## config.mk

```make
export PLATFORM = sky130hd
export DESIGN_NAME = spi_flash_responder
export DESIGN_NICKNAME = d
export VERILOG_FILES = /design/src/rtl/spi_flash_responder.sv
export SDC_FILE = /design/constraint.sdc
export NUM_CORES = 2
export LEC_CHECK = 0
export BUFFER_PORTS_ARGS = -buffer_cell sky130_fd_sc_hd__buf_4
export CORE_ASPECT_RATIO = 0.8
export CORE_MARGIN = 5
export CORE_UTILIZATION = 50
export CTS_BUF_LIST = sky130_fd_sc_hd__clkbuf_8 sky130_fd_sc_hd__clkbuf_16
export DETAILED_ROUTE_END_ITERATION = 10
export MAX_ROUTING_LAYER = met4
export PLACE_DENSITY = 0.61
export SYNTH_ARGS = -nofsm -noshare
export SYNTH_HDL_FRONTEND = slang
export SYNTH_SLANG_ARGS = --single-unit
```

## constraint.sdc

```tcl
create_clock -name SYS_CLK_I -period 15.1 [get_ports SYS_CLK_I]
set_input_delay 2.265 -clock SYS_CLK_I [delete_from_list [all_inputs] [get_ports SYS_CLK_I]]
set_output_delay 2.265 -clock SYS_CLK_I [all_outputs]
set_load 0.05 [all_outputs]
```

## src/rtl/spi_flash_responder.sv

```systemverilog
// SPI NOR flash responder model for system-side verification.
// Emulates a small byte-addressable array behind a mode-0 SPI slave.
// Supported opcodes: WREN 06, READ 03, PP 02, SE D8, BE C7, RFSR 70.
// Program/erase busy time is counted in SYS_CLK cycles.
// An erase sweep rewrites the whole array to 0xFF, one byte per cycle.
module spi_flash_responder #(
   parameter int C_MEM_ADDR_W          = 8,
   parameter int C_PROG_BUSY_CLK_NUM   = 100,
   parameter int C_ERASE_EXTRA_CLK_NUM = 200
) (
   input  logic       SYS_CLK_I,
   input  logic       SYS_RST_I,
   input  logic       FLASH_CLK_I,
   input  logic       FLASH_CS_I,
   input  logic       FLASH_D0_I,
   output logic       FLASH_D1_O,
   input  logic       FLASH_WP_I,
   input  logic       FLASH_HOLD_I,
   output logic       BUSY_O,
   output logic       WEL_O,
   output logic [7:0] CMD_O,
   output logic       CMD_VALID_O
);

   localparam int                      C_DEPTH   = 1 << C_MEM_ADDR_W;
   localparam logic [C_MEM_ADDR_W-1:0] ADDR_ONE  = 1;
   localparam logic [C_MEM_ADDR_W-1:0] ADDR_MAX  = {C_MEM_ADDR_W{1'b1}};
   localparam logic [15:0]             PROG_CNT  = 16'(C_PROG_BUSY_CLK_NUM);
   localparam logic [15:0]             ERASE_CNT = 16'(C_ERASE_EXTRA_CLK_NUM);

   localparam logic [7:0] OP_WREN = 8'h06;
   localparam logic [7:0] OP_READ = 8'h03;
   localparam logic [7:0] OP_PP   = 8'h02;
   localparam logic [7:0] OP_SE   = 8'hD8;
   localparam logic [7:0] OP_BE   = 8'hC7;
   localparam logic [7:0] OP_RFSR = 8'h70;

   typedef enum logic [2:0] {
      S_IDLE, S_CMD, S_ADDR, S_RD, S_PP, S_STAT, S_IGNORE
   } state_t;

   // Write-protect and hold are accepted but have no effect.
   logic unused_pins;
   assign unused_pins = FLASH_WP_I ^ FLASH_HOLD_I;

   // Emulated array; starts erased and survives reset.
   logic [7:0] mem_q [0:C_DEPTH-1] = '{default: 8'hFF};

   logic [1:0] sck_sync_q, cs_sync_q, d0_sync_q;
   logic       sck_prev_q, cs_prev_q;
   logic       sck_s, cs_s, d0_s;
   logic       sck_rise, sck_fall, cs_fall, cs_rise;

   state_t                  state_q, state_d;
   logic [5:0]              tot_q, tot_d;      // bits in transaction, saturating
   logic [2:0]              bit_q, bit_d;      // bit position within current byte
   logic [6:0]              sh_q, sh_d;
   logic [C_MEM_ADDR_W-1:0] addr_q, addr_d;
   logic [7:0]              op_q, op_d;        // accepted write-class/read opcode
   logic                    pp_wr_q, pp_wr_d;  // at least one PP byte stored
   logic [7:0]              out_q, out_d;      // byte being shifted out on D1
   logic                    d1_q, d1_d;
   logic [7:0]              cmd_q, cmd_d;
   logic                    cmd_vld_q, cmd_vld_d;

   logic                    busy_q, busy_d;
   logic                    wel_q, wel_d;
   logic                    erase_q, erase_d;
   logic [C_MEM_ADDR_W-1:0] ea_q, ea_d;
   logic [15:0]             bcnt_q, bcnt_d;

   logic [7:0]              rx_byte, stat_byte, mem_rd, pp_wd;
   logic                    pp_we;
   logic                    mem_we;
   logic [C_MEM_ADDR_W-1:0] mem_wa;
   logic [7:0]              mem_wd;

   assign sck_s    = sck_sync_q[1];
   assign cs_s     = cs_sync_q[1];
   assign d0_s     = d0_sync_q[1];
   assign sck_rise = sck_s & ~sck_prev_q;
   assign sck_fall = ~sck_s & sck_prev_q;
   // cs_prev_q resets low, so a falling edge needs CS to have been seen high first.
   assign cs_fall  = cs_prev_q & ~cs_s;
   assign cs_rise  = ~cs_prev_q & cs_s;

   assign rx_byte   = {sh_q, d0_s};
   assign stat_byte = {~busy_q, 7'b0};
   assign mem_rd    = mem_q[addr_q];

   // Two-stage synchronizers and edge-detect history for the SPI pins.
   always_ff @(posedge SYS_CLK_I or posedge SYS_RST_I) begin
      if (SYS_RST_I) begin
         sck_sync_q <= '0;
         cs_sync_q  <= '0;
         d0_sync_q  <= '0;
         sck_prev_q <= 1'b0;
         cs_prev_q  <= 1'b0;
      end else begin
         sck_sync_q <= {sck_sync_q[0], FLASH_CLK_I};
         cs_sync_q  <= {cs_sync_q[0], FLASH_CS_I};
         d0_sync_q  <= {d0_sync_q[0], FLASH_D0_I};
         sck_prev_q <= sck_s;
         cs_prev_q  <= cs_s;
      end
   end

   // SPI protocol state register.
   always_ff @(posedge SYS_CLK_I or posedge SYS_RST_I) begin
      if (SYS_RST_I) begin
         state_q   <= S_IDLE;
         tot_q     <= '0;
         bit_q     <= '0;
         sh_q      <= '0;
         addr_q    <= '0;
         op_q      <= '0;
         pp_wr_q   <= 1'b0;
         out_q     <= '0;
         d1_q      <= 1'b0;
         cmd_q     <= '0;
         cmd_vld_q <= 1'b0;
      end else begin
         state_q   <= state_d;
         tot_q     <= tot_d;
         bit_q     <= bit_d;
         sh_q      <= sh_d;
         addr_q    <= addr_d;
         op_q      <= op_d;
         pp_wr_q   <= pp_wr_d;
         out_q     <= out_d;
         d1_q      <= d1_d;
         cmd_q     <= cmd_d;
         cmd_vld_q <= cmd_vld_d;
      end
   end

   // SPI protocol next state: bit collection, decode, D1 shifting, PP writes.
   always_comb begin
      state_d   = state_q;
      tot_d     = tot_q;
      bit_d     = bit_q;
      sh_d      = sh_q;
      addr_d    = addr_q;
      op_d      = op_q;
      pp_wr_d   = pp_wr_q;
      out_d     = out_q;
      d1_d      = d1_q;
      cmd_d     = cmd_q;
      cmd_vld_d = 1'b0;
      pp_we     = 1'b0;
      pp_wd     = 8'h00;
      if (cs_s) begin
         state_d = S_IDLE;
         tot_d   = '0;
         bit_d   = '0;
         op_d    = '0;
         pp_wr_d = 1'b0;
         d1_d    = 1'b0;
      end else if (state_q == S_IDLE) begin
         d1_d = 1'b0;
         if (cs_fall) begin
            state_d = S_CMD;
            tot_d   = '0;
            bit_d   = '0;
         end
      end else begin
         if (sck_rise) begin
            sh_d  = rx_byte[6:0];
            bit_d = bit_q + 3'd1;
            if (tot_q != 6'h3F) tot_d = tot_q + 6'd1;
         end
         case (state_q)
            S_CMD: begin
               d1_d = 1'b0;
               if (sck_rise && bit_q == 3'd7) begin
                  cmd_d     = rx_byte;
                  cmd_vld_d = 1'b1;
                  if (busy_q) begin
                     state_d = (rx_byte == OP_RFSR) ? S_STAT : S_IGNORE;
                  end else begin
                     case (rx_byte)
                        OP_WREN, OP_BE: begin
                           state_d = S_IGNORE;
                           op_d    = rx_byte;
                        end
                        OP_READ, OP_PP, OP_SE: begin
                           state_d = S_ADDR;
                           op_d    = rx_byte;
                        end
                        OP_RFSR: state_d = S_STAT;
                        default: state_d = S_IGNORE;
                     endcase
                  end
               end
            end
            S_ADDR: begin
               d1_d = 1'b0;
               if (sck_rise) begin
                  addr_d = {addr_q[C_MEM_ADDR_W-2:0], d0_s};
                  if (tot_q == 6'd31) begin
                     case (op_q)
                        OP_READ: state_d = S_RD;
                        OP_PP:   state_d = S_PP;
                        default: state_d = S_IGNORE;
                     endcase
                  end
               end
            end
            S_RD: begin
               if (sck_rise && bit_q == 3'd7) addr_d = addr_q + ADDR_ONE;
               if (sck_fall) begin
                  if (bit_q == 3'd0) begin
                     out_d = mem_rd;
                     d1_d  = mem_rd[7];
                  end else begin
                     d1_d = out_q[~bit_q];
                  end
               end
            end
            S_STAT: begin
               if (sck_fall) begin
                  if (bit_q == 3'd0) begin
                     out_d = stat_byte;
                     d1_d  = stat_byte[7];
                  end else begin
                     d1_d = out_q[~bit_q];
                  end
               end
            end
            S_PP: begin
               d1_d = 1'b0;
               if (sck_rise && bit_q == 3'd7) begin
                  if (wel_q) begin
                     pp_we   = 1'b1;
                     pp_wd   = rx_byte;
                     pp_wr_d = 1'b1;
                  end
                  addr_d = addr_q + ADDR_ONE;
               end
            end
            default: d1_d = 1'b0;
         endcase
      end
   end

   // Busy / write-enable / erase-sweep control register.
   always_ff @(posedge SYS_CLK_I or posedge SYS_RST_I) begin
      if (SYS_RST_I) begin
         busy_q  <= 1'b0;
         wel_q   <= 1'b0;
         erase_q <= 1'b0;
         ea_q    <= '0;
         bcnt_q  <= '0;
      end else begin
         busy_q  <= busy_d;
         wel_q   <= wel_d;
         erase_q <= erase_d;
         ea_q    <= ea_d;
         bcnt_q  <= bcnt_d;
      end
   end

   // Busy countdown, erase sweep stepping, and commit of commands at CS rise.
   always_comb begin
      busy_d  = busy_q;
      wel_d   = wel_q;
      erase_d = erase_q;
      ea_d    = ea_q;
      bcnt_d  = bcnt_q;
      if (erase_q) begin
         if (ea_q == ADDR_MAX) begin
            erase_d = 1'b0;
            bcnt_d  = ERASE_CNT;
         end else begin
            ea_d = ea_q + ADDR_ONE;
         end
      end else if (busy_q) begin
         if (bcnt_q <= 16'd1) busy_d = 1'b0;
         else                 bcnt_d = bcnt_q - 16'd1;
      end
      // op_q is only set for commands accepted while not busy.
      if (cs_rise) begin
         case (op_q)
            OP_WREN: if (tot_q == 6'd8) wel_d = 1'b1;
            OP_PP: begin
               if (pp_wr_q && wel_q) begin
                  busy_d = 1'b1;
                  bcnt_d = PROG_CNT;
                  wel_d  = 1'b0;
               end
            end
            OP_SE, OP_BE: begin
               if (wel_q && ((op_q == OP_SE && tot_q == 6'd32) ||
                             (op_q == OP_BE && tot_q == 6'd8))) begin
                  erase_d = 1'b1;
                  ea_d    = '0;
                  busy_d  = 1'b1;
                  wel_d   = 1'b0;
               end
            end
            default: ;
         endcase
      end
   end

   // Single write port: the erase sweep and page program never overlap.
   always_comb begin
      mem_we = erase_q | pp_we;
      mem_wa = erase_q ? ea_q : addr_q;
      mem_wd = erase_q ? 8'hFF : pp_wd;
   end

   // Array write port (no reset: contents persist).
   always_ff @(posedge SYS_CLK_I) begin
      if (mem_we) mem_q[mem_wa] <= mem_wd;
   end

   assign FLASH_D1_O  = d1_q;
   assign BUSY_O      = busy_q;
   assign WEL_O       = wel_q;
   assign CMD_O       = cmd_q;
   assign CMD_VALID_O = cmd_vld_q;

endmodule

```

* Word level (Yosys, flattened, before mapping)
Memories as Yosys holds them, arrays and structs flattened.
Cells that the tools add are included.
** Cells by class
- Muxes and demuxes :: 94
- Add/sub/neg operators :: 5
- Reduce and logical (&&, ||, !) cells :: 34
- Eq/ne operators :: 39
- Order comparisons :: 2
- Bitwise gates (word level) :: 12
** Operators by type and width (number)
- 8-bit two-way mux :: 24
- 16-bit two-way mux :: 7
- 8-bit == test, second input constant :: 5
- 1-bit two-way mux :: 37
- 3-bit two-way mux :: 11
- 8-bit by 2-bit == test with 1-bit output, second input constant :: 4
- 8-bit one-hot mux with 2 select lines :: 2
- 6-bit two-way mux :: 5
- 2-bit != test, second input constant :: 10
- 4-bit != test, second input constant :: 5
- 5-bit AND reduction :: 4
- 3-bit one-hot mux with 2 select lines :: 3
- 8-bit by 1-bit adder with 8-bit output, second input constant :: 2
- 8-bit by 3-bit == test with 1-bit output, second input constant :: 2
- 16-bit by 1-bit <= comparator with 1-bit output, second input constant :: 1
- 16-bit by 1-bit subtractor with 16-bit output, second input constant :: 1
- 2-bit nonzero test :: 7
- 3-bit == test, second input constant :: 3
- 3-bit nonzero test :: 3
- 8-bit by 7-bit == test with 1-bit output, second input constant :: 1
- 4-bit AND reduction :: 2
- 7-bit AND reduction :: 1
- 6-bit by 1-bit adder with 6-bit output, second input constant :: 1
- 3-bit by 2-bit == test with 1-bit output, second input constant :: 2
- 26 further kinds :: 43
** Storage, ports and cells
- Register bits :: 89
- Input bits :: 7
- Memories kept :: 1
- RAM bits :: 2048
- Output and inout bits :: 12
- Word-level logic and storage cells :: 208
** Memory list
- mem_q :: depth 256, width 8, rd ports 1, clocked after memory_dff 0, wr ports 1, line 47 : logic [7:0] mem_q [0:C_DEPTH-1] = '{default: 8'hFF};

* Depth between registers and ports, before layout
- Word-level depth :: 10
- Gate-level depth with buffers :: 11
- Mapped depth without buffers :: 9

* Least setup slack after synthesis
Ideal clock, no wire load.
- Path type :: flip-flop to flip-flop
- Start :: register bit_q[0]
- End :: memory mem_q[0][6], data pin
- Clock period less this slack :: 5726 ps
- Stages on the path, launching flop included :: 8
- Path slack :: 9374 ps
- Required time :: 14280 ps
- Arrival time :: 4906 ps
- Path through :: dfrtp_1 -> ha_1 -> ha_1 -> or3b_2 -> nor4b_1 -> buf_2 -> nand2_1 -> nand2_1
** On the way
- Cells in the longest elaborated chain, start to end :: 7
** RTL lines
- start, declared :: line 56 : logic [2:0] bit_q, bit_d;
- start signal, assigned :: line 125 : bit_q <= bit_d;
- 3-bit == test :: line 232 : if (sck_rise && bit_q == 3'd7) begin
- 1-bit logical AND :: line 232
- 8-bit two-way mux :: line 232
- 8-bit two-way mux :: line 172 : case (state_q)
- 8-bit two-way mux :: line 159 : end else if (state_q == S_IDLE) begin
- 8-bit two-way mux :: line 152 : if (cs_s) begin
- 8-bit two-way mux :: line 310 : mem_wd = erase_q ? 8'hFF : pp_wd;
- via mem_wd[6] :: line 76 : logic [7:0] mem_wd;
- end, declared :: line 47
The timed path passes the listed nets, and every way through them passes these cells.

* Worst setup path after layout
- Start :: register addr_q[0]
- End :: register d1_q, in the netlist FLASH_D1_O
** On the way
- Cells in the longest elaborated chain, start to end :: 6
** RTL lines
- start, declared :: line 58 : logic [C_MEM_ADDR_W-1:0] addr_q, addr_d;
- start signal, assigned :: line 127 : addr_q <= addr_d;
- memory 256 x 8 bit
- 1-bit two-way mux :: line 212 : if (bit_q == 3'd0) begin
- 1-bit two-way mux :: line 211 : if (sck_fall) begin
- 1-bit one-hot mux with 2 select lines :: line 172
- 1-bit two-way mux :: line 159
- 1-bit two-way mux :: line 152
- end signal, assigned :: line 119 : d1_q <= 1'b0;
- end signal, assigned :: line 131 : d1_q <= d1_d;
- end, declared :: line 62 : logic d1_q, d1_d;
No other way between the ends. The select of a mux whose other input is x is not followed.
A chain may end at the register's enable or synchronous reset.

==> flow_summary.ini <==
[synthesis]
yosysWarnings = 0
synth_common_cells = 2,048 x edfxtp_1, 629 x mux4_2, 319 x nor2_1
ys.flop_type = edfxtp_1
synth-seq-cells = 2137
synth_cell_types = 66
synth.avg_cell_area_um2 = 21.7
yosys-top-cells-area = edfxtp_1 73%, mux4_2 17%, dfrtp_1 2.7%
synth_largest_area_cell = edfxtp_1
synthCells = 3865
synth-edff-count = 2048
netlist_area_um2 = 83800
synth.most_common_cell = edfxtp_1
synth_fp_nets = 3881
synth_top_area_share = 0.734
yosysSeqAreaShare = 0.760
async_flop_share = 0.0416

[pwr]
p_per_area_nw_per_um2 = 132
peakVddDrop_mv = 0.128
p_sw_frac = 0.217
clock_power_share = 0.414
power_frac_seq = 0.528
p_switching_mw = 2.66
p_comb_frac = 0.058
leakagePower_nw = 22.4
p_int_mw = 9.61

[route]
wl_um = 197000
viasPerCell = 6.16
ant_nets = 0
drc = 0
num_vias = 39100
routedWlPerCell_um = 31.0
drt_iter0_drc = 4847
first_pass_iters = 6

[cells_and_area]
drive_gt1_frac = 0.264
fin_nets = 3940
fin_cells = 6342
area_delta_synth_final_pct = 11.0

[global_routing]
grt_pass1_vias = 38900
grt_overflow = 0
grt_pass1_wl_um = 285000
antenna_found_initial = 14
grt_max_degree = 197
grtUsageTotal = 0.233

[floorplanning]
rows = 134
start_util = 0.502
dieWidth_um = 468
io_pins = 19
die_area_um2 = 176000
die_y_um = 376
design.core.area_um2 = 167000

[timing]
slew_viol_final = 0
clock-skew-final_ps = 33.1
finalCritPeriodShare = 0.381
rsz0062_at_grt = false
relSlewSlack = 0.0834
hold_slack_ps = 348
setup_viol = 0
fmax_mhz = 174
worst_slack_ps = 9350
timing.final.crit_period_ps = 5750
tns_ps = 0
worst_pin_slew_ps = 1370
finalHoldViolations = 0

[hold_path]
holdPathEnd = sck_sync_q[1]
whs_path_depth = 0
min-delay-path-class = reg2reg
hp-start = sck_sync_q[0]

[clock_tree]
clkTransAtPathRegs_ps = 60
cts_root_buf = clkbuf_16
cts_hold_buffers = 0
cts_resized = 0
cts.htree.levels = 4
cts_tree = built
cts_buffers = 200
clockBufferDepth = 3
clock_sinks = 2137
cts.repair_timing.setup_buffer_count = 0
clk_latency_ps = 840

[place]
gp_congestion = 0.836
placedCellCount = 5966
place_hpwl_um = 116000
port_buffers = 16
dpl_worst_slack_ps = 9220

[critical_path]
path_common_cell = buf_12
critical_path_required_ps = 15760
r2r_end = FLASH_D1_O
critical_path.cell_chain = buf_12 -> buf_12 -> buf_4 -> mux4_2 -> mux2i_1 -> o21ai_0 -> a221o_1 -> a32oi_1 -> o221ai_1
reg2reg_depth = 9
reg2reg_slack_ps = 9350
worst-path-buf-inv = 3
crit_path_start = addr_q[0]
cp.arrival_ps = 6410
crit_type = reg2reg
critPathMaxFanout = 100
r2r_start = addr_q[0]
cpPeakStageDelay_ps = 850
cp-end-kind = flop
worst_setup_path_start_kind = flop
path_delay_family = buffers and inverters
slowest_stage = buf_4

[outcome]
status = complete, no violations

[job]
maxCapViolCount = 0
## worst register-to-register path: stages (launching register included)
cell and delay (ps):
dfrtp_4 800, buf_12 650, buf_12 870, buf_4 900, mux4_2 670, mux2i_1 150
o21ai_0 350, a221o_1 550, a32oi_1 460, o221ai_1 210
## layout by cell type (no fill, tap or decap), drive strengths merged, types with 7 or more instances in the layout
master and count:
a211oi 9, a21oi 37, a221oi 7, buf 76, bufinv 26, clkbuf 207
clkinv 87, clkinvlp 7, dfrtp 89, edfxtp 2048, ha 9, inv 62
mux2 47, mux2i 53, mux4 629, nand2 119, nand2b 13, nand3 29
nand4 13, nor2 319, nor2b 13, nor3 17, o211ai 24, o21ai 31
o31ai 7, or2 7, or3 12
## metal layers
| layer | global-route usage | routed length (µm) |
|---|---|---|
| met1 | 0.355 | 86800 |
| met2 | 0.319 | 87300 |
| met3 | 0.0627 | 18900 |
| met4 | 0.0496 | 3890 |
| met5 | - | 0 |
## power groups by stage
stage          clock network (mW)  logic, mW  registers, mW
4_1_cts                      5.17      0.732           6.48
2_1_floorplan                   0      0.607           6.55
3_5_place_dp                    0      0.731           6.60
6_report                     5.08      0.714           6.48
5_1_grt                      5.43      0.768           6.48
3_3_place_gp                    0      0.729           6.60
## through the flow
step	utilization	area, µm²	total power [mW]
5_1_grt	0.558	93000	12.7
2_1_floorplan	-	83800	7.15
6_report	0.558	93100	12.3
4_1_cts	0.558	93000	12.4
3_3_place_gp	0.518	86400	7.33
3_5_place_dp	0.518	86400	7.34
## flip-flops by register name, summed over array words and instances (netlist names)
| register | flops |
|---|---|
| erase_q | 1 |
| CMD_O | 8 |
| sh_q | 7 |
| sck_sync_q | 2 |
| FLASH_D1_O | 1 |
| ea_q | 8 |
| pp_wr_q | 1 |
| addr_q | 8 |
| d0_sync_q | 2 |
| tot_q | 6 |
| cs_sync_q | 2 |
| op_q | 8 |
| BUSY_O | 1 |
| state_q | 3 |
| mem_q | 2048 |
| WEL_O | 1 |
| bcnt_q | 16 |
| cs_prev_q | 1 |
| sck_prev_q | 1 |
| bit_q | 3 |
| out_q | 8 |
| CMD_VALID_O | 1 |
## worst max path at each step
| stage | end | slack [ps] | cells after the start |
|---|---|---|---|
| CTS | FLASH_D1_O | 9210 | 9 |
| global route | FLASH_D1_O | 8790 | 9 |
| global placement | FLASH_D1_O | 9230 | 9 |
| finish | FLASH_D1_O | 9350 | 9 |
| detailed placement | FLASH_D1_O | 9220 | 9 |
| floorplan | mem_q[0][6] | 9370 | 7 |
## final cells by class
type                            instances  area [µm²]
Clock inverter                        163        1460
Tap cell                             2244        2810
Fill cell                           12300       73800
Antenna cell                            6        15.0
Clock buffer                          207        5150
Multi-Input combinational cell       1490       19200
Timing Repair Buffer                   76         646
Inverter                               19        73.8
Sequential cell                      2137       63700
## cell families after synthesis
| family | share of synthesized area |
|---|---|
| flip-flops | 0.760 |
| multiplexers | 0.182 |
| AO/OA/AOI/OAI | 0.0132 |
| buffers and inverters | 0.0126 |
| adder cells (fa/ha/maj) | 0.00134 |
| XOR/XNOR | 0.000627 |
| AND/OR/NAND/NOR | 0.0304 |
Power figures use the tool's default switching activity.
